### config.mk
export PLATFORM = sky130hd
export DESIGN_NAME = gate_cmd_tx
export DESIGN_NICKNAME = d
export VERILOG_FILES = /design/src/rtl/gate_cmd_tx_pkg.sv /design/src/rtl/gate_cmd_tx_ecc_enc.sv /design/src/rtl/gate_cmd_tx.sv
export SDC_FILE = /design/constraint.sdc
export NUM_CORES = 1
export LEC_CHECK = 0
export ABC_AREA = 1
export CORE_MARGIN = 4
export CORE_UTILIZATION = 50
export CTS_CLUSTER_SIZE = 20
export DETAILED_ROUTE_END_ITERATION = 10
export PLACE_DENSITY = 0.85
export SETUP_SLACK_MARGIN = 0.3
export SLEW_MARGIN = 20
export SYNTH_ARGS = -nofsm -noshare
export SYNTH_HDL_FRONTEND = slang
export SYNTH_SLANG_ARGS = --single-unit
### constraint.sdc
create_clock -name clk -period 2.2 [get_ports clk]
set_input_delay 0.33 -clock clk [delete_from_list [all_inputs] [get_ports clk]]
set_output_delay 0.33 -clock clk [all_outputs]
set_load 0.02 [all_outputs]
### src/rtl/gate_cmd_tx_pkg.sv
// Shared definitions for the gate-command link: field widths, FSM state codes
// and the ECC equations. The receiving modules decode with the same gate_ecc().
package gate_cmd_tx_pkg;

    localparam int GATE_DATA_W  = 5;
    localparam int GATE_ECC_W   = 3;
    localparam int GATE_FRAME_W = GATE_DATA_W + GATE_ECC_W;

    localparam logic [2:0] ST_IDLE      = 3'd0;
    localparam logic [2:0] ST_LOAD      = 3'd1;
    localparam logic [2:0] ST_WAIT_BUSY = 3'd2;
    localparam logic [2:0] ST_WAIT_DONE = 3'd3;
    localparam logic [2:0] ST_GUARD     = 3'd4;
    localparam logic [2:0] ST_SHOOT     = 3'd5;

    // c[0] = d0^d1^d3^d4, c[1] = d0^d2^d3, c[2] = d1^d2^d3^d4
    function automatic logic [GATE_ECC_W-1:0] gate_ecc(input logic [GATE_DATA_W-1:0] d);
        logic [GATE_ECC_W-1:0] c;
        c[0] = d[0] ^ d[1] ^ d[3] ^ d[4];
        c[1] = d[0] ^ d[2] ^ d[3];
        c[2] = d[1] ^ d[2] ^ d[3] ^ d[4];
        return c;
    endfunction

    function automatic int gate_max3(input int a, input int b, input int c);
        int m;
        m = (a > b) ? a : b;
        return (m > c) ? m : c;
    endfunction

endpackage

### src/rtl/gate_cmd_tx_ecc_enc.sv
// Combinational frame builder: gate code in the top five bits, ECC below.
module gate_ecc_enc
    import gate_cmd_tx_pkg::*;
(
    input  logic [GATE_DATA_W-1:0]  data_i,
    output logic [GATE_FRAME_W-1:0] frame_o
);

    assign frame_o = {data_i, gate_ecc(data_i)};

endmodule

### src/rtl/gate_cmd_tx.sv
// Gate-command transmitter: takes a 5-bit gate code, hands the ECC-protected
// byte to uart_tx, waits for the frame to finish plus a decode guard time,
// then pulses the common shoot strobe so all modules latch together.
module gate_cmd_tx
    import gate_cmd_tx_pkg::*;
#(
    parameter int GUARD_CYCLES  = 48,
    parameter int SHOOT_CYCLES  = 24,
    parameter int START_TIMEOUT = 16
) (
    input  logic                    clk,
    input  logic                    reset,
    input  logic                    cmd_valid,
    input  logic [GATE_DATA_W-1:0]  cmd_code,
    output logic                    cmd_ready,
    output logic [GATE_FRAME_W-1:0] data_to_tx,
    output logic                    start_tx,
    input  logic                    tx_busy,
    output logic                    shoot,
    output logic                    busy,
    output logic                    tx_err,
    output logic [15:0]             frames_sent
);

    localparam int CNT_W = $clog2(gate_max3(GUARD_CYCLES, SHOOT_CYCLES, START_TIMEOUT)) + 1;
    // GUARD holds GUARD_CYCLES-1 cycles so shoot rises GUARD_CYCLES cycles after
    // the first low tx_busy sample; 0 and 1 both skip GUARD entirely.
    localparam int GUARD_LAST = (GUARD_CYCLES >= 2) ? GUARD_CYCLES - 2 : 0;

    logic [2:0]              state_q, state_d;
    logic [CNT_W-1:0]        cnt_q, cnt_d, cnt_inc;
    logic [GATE_FRAME_W-1:0] data_q, data_d;
    logic [15:0]             frames_q, frames_d;
    logic                    tx_err_q, tx_err_d;
    logic [GATE_FRAME_W-1:0] frame;

    gate_ecc_enc u_enc (
        .data_i  (cmd_code),
        .frame_o (frame)
    );

    // Next-state logic; one counter is shared by timeout, guard and shoot width
    always_comb begin
        state_d  = state_q;
        cnt_d    = cnt_q;
        data_d   = data_q;
        frames_d = frames_q;
        tx_err_d = 1'b0;
        cnt_inc  = cnt_q + CNT_W'(1);
        case (state_q)
            ST_IDLE: begin
                if (cmd_valid) begin
                    data_d  = frame;
                    state_d = ST_LOAD;
                end
            end
            ST_LOAD: begin
                // counter holds cycles elapsed since the start_tx cycle
                cnt_d   = CNT_W'(1);
                state_d = ST_WAIT_BUSY;
            end
            ST_WAIT_BUSY: begin
                if (tx_busy) begin
                    state_d = ST_WAIT_DONE;
                end else if (cnt_inc >= CNT_W'(START_TIMEOUT)) begin
                    tx_err_d = 1'b1;
                    state_d  = ST_IDLE;
                end else begin
                    cnt_d = cnt_inc;
                end
            end
            ST_WAIT_DONE: begin
                if (!tx_busy) begin
                    cnt_d   = '0;
                    state_d = (GUARD_CYCLES <= 1) ? ST_SHOOT : ST_GUARD;
                end
            end
            ST_GUARD: begin
                if (cnt_q == CNT_W'(GUARD_LAST)) begin
                    cnt_d   = '0;
                    state_d = ST_SHOOT;
                end else begin
                    cnt_d = cnt_inc;
                end
            end
            ST_SHOOT: begin
                if (cnt_q == CNT_W'(SHOOT_CYCLES - 1)) begin
                    cnt_d    = '0;
                    frames_d = frames_q + 16'd1;
                    state_d  = ST_IDLE;
                end else begin
                    cnt_d = cnt_inc;
                end
            end
            default: state_d = ST_IDLE;
        endcase
    end

    // State registers; reset truncates any transfer or shoot in progress
    always_ff @(posedge clk) begin
        if (reset) begin
            state_q  <= ST_IDLE;
            cnt_q    <= '0;
            data_q   <= '0;
            frames_q <= '0;
            tx_err_q <= 1'b0;
        end else begin
            state_q  <= state_d;
            cnt_q    <= cnt_d;
            data_q   <= data_d;
            frames_q <= frames_d;
            tx_err_q <= tx_err_d;
        end
    end

    assign cmd_ready   = (state_q == ST_IDLE) && !reset;
    assign start_tx    = (state_q == ST_LOAD);
    assign shoot       = (state_q == ST_SHOOT);
    assign busy        = (state_q != ST_IDLE);
    assign tx_err      = tx_err_q;
    assign data_to_tx  = data_q;
    assign frames_sent = frames_q;

endmodule
==> metrics.txt <==
largest net degree at the start of global routing 23; Synth Area in Compound Gates 12.8%; Setup Total Neg Slack 0 ns; iteration-0 DRC count of the detailed router 134; Die X 71.1 µm; Final nets 344; later-pin clock latency in the skew report 0.28 ns; n_diodes 0; TritonCTS Sinks 35; leading cell types in the layout, fill and taps excluded nand2_1, nor2_1, inv_1; DR WL/cell 12.1 µm; Post-Synth XOR/XNOR Area 4.85%; post-synthesis mux area share 0%; fraction of layout cells with a size suffix above 1 9.91%; clock root buffer clkbuf_8; routed vias 1998; fin util 67.4%; unrepaired setup endpoints after global routing false; initial antenna violation count 0; distinct cell type count after synthesis 34; slowest CP cell dfxtp_1; Yosys reg bits 35; worst slew pin tran 0.648 ns; main combinational cell family by area after synthesis simple AND/OR/NAND/NOR gates; drt drc 0; final setup skew 0.00717 ns; Pleak 1.08 nW; total track usage 19.1%; startpoint types flop; Pwr Density 885 nW/µm²; critical-path cell list nand3_2 > inv_1 > dlygate4sd2_1; die area 5050 µm²; Core Rows 22; Syn Nets 302; register area share after synthesis 35.2%; Worst Hold Class flop to flop; fmax 555 MHz; post-synthesis adder-cell area fraction 1.89%; Slew Limit Fails 0; critical path class flop to output pin; crit path DAT 1.47 ns; area leader, netlist dfxtp_1; vias in the first global route 1815; top cell type's share of synthesized area 35.2%; IO Pins 38; post-route cell area 2520 µm²; Rel. slew slack 56.8%; final setup violation count 0; Final HPWL DP 3.34 mm; cts hold-fix bufs 0; crit-path leading delay family buffers and inverters; Die Y-Extent 71.1 µm; fin crit period 1.80 ns; CP endpoint kind output pin; Detail Route Antenna Nets 0; CP Max Fanout 6; R2R Setup Slk 0.47 ns; CTS tree built; Area growth syn-to-layout 27.0%; max incr delay on CP 0.44 ns; Worst EP required 1.87 ns; Mapped Area 1990 µm²; cells after synthesis 290; commonest non-fill, non-tap cell in the layout nand2_1; first-pass GRT wire length 7.93 mm; Post-Place Cell Area 2410 µm²; Clock transition at path regs 0.07 ns; Syn Area/Cell 6.86 µm²; Initial Utilization 53.1%; H-tree Lvls 2; # port buffers 37; Peak supply drop 0.740 mV; DR vias/cell 5.24; core area 3740 µm²; # fillers 322; CTS Buf Count 5; Max Cap Violations 0; Simple-Gate Fraction of Synth Area 36.3%; GR Overflow Total 0; Pre-antenna DRT Iters 4; Synth warnings 0; final period utilization 82.0%; Buffers & Inverters on Critical Path 2; GPL Wtd Cong 0.929; Max clock buf depth 2; largest cells by area after synthesis dfxtp_1, nand2_1, nor2_1, inv_1, nand3_1; final WL 4.62 mm; outcome finished, final reports clean; Final Hold Violating Endpoints 0
## report_power, final
group          switching (mW)  internal, mW  total [mW]
logic                   0.541         0.347       0.888
clock network           0.222         0.286       0.508
registers              0.0974         0.742       0.839
total                   0.861          1.37        2.23
## layout make-up
type | instances | area (µm²) | area share [%]
Multi-Input combinational cell | 210 | 1110 | 44.1
Sequential cell | 35 | 703 | 27.8
Timing Repair Buffer | 40 | 393 | 15.6
Inverter | 40 | 155 | 6.14
Clock buffer | 8 | 100 | 3.96
Tap cell | 48 | 60.1 | 2.38
## worst paths after layout
check,start,endpoint,depth (start not counted)
worst min-delay path,frames_sent[6],frames_sent[6],2
worst max-delay path,state_q[0],shoot,3
worst min register to register,frames_sent[6],frames_sent[6],2
worst max register to register,cnt_q[1],frames_sent[9],10
## stage by stage
stage,hold slack (ns),std cells,total power [mW],setup WS (ns)
after floorplan,0.399,290,1.45,0.647
after global placement,0.468,372,1.73,0.294
after detailed placement,0.477,372,1.74,0.270
after CTS,0.487,380,2.24,0.333
after global routing,0.519,381,2.40,0.304
final,0.480,381,2.23,0.397
## tightest hold or removal path, stage by stage, from the launching register on
cell,delay (ns)
dfxtp_1,0.34
inv_1,0.06
a21oi_1,0.05
## synthesized netlist by cell type
library cell / number
inv_1: 37
o21bai_2: 1
nand3b_1: 1
xor2_1: 4
a21oi_1: 20
xnor2_1: 7
nand2_1: 59
buf_2: 2
o211ai_1: 3
nand4_1: 5
nor2_2: 3
o2111ai_1: 1
nor2_4: 2
nor3b_1: 1
ha_1: 3
o21ai_0: 15
clkbuf_1: 3
nand2_4: 2
o21a_1: 1
dfxtp_1: 35
nand2_2: 3
or2_2: 1
nand3_2: 3
nor4_1: 1
o31ai_1: 1
nor2_8: 1
nor2_1: 40
and3_1: 1
o21bai_1: 3
inv_2: 2
nand3_4: 1
nor3_1: 6
nand3_1: 21
inv_6: 1
## kinds of logic after synthesis
logic type	count (synthesis)
AOI/OAI and AO/OA	45
xor gates and xnor gates	11
adders and majority gates	3
buffers and inverters	45
DFF	35
and+or+nand+nor	151
## flip-flops by register name, summed over array words and instances, names as in the netlist
signal / flops
cnt_q: 7
data_to_tx: 8
frames_sent: 16
state_q: 3
tx_err: 1
## routing by layer
layer  GRT usage (%)  wire length (µm)  up-vias
met1            23.8              2050      907
met2            31.1              2200       64
met3            5.97               282       10
met4            6.89                81        0
met5               0                 0        -
li1                -                 -     1017
## what timing repair did
action,in CTS,in global routing
resized for setup,4,4
buffers inserted,0,1
gates cloned,0,0
pin swaps,0,1
endpoints found under the setup margin,3,4
Power figures use the tool's default switching activity.
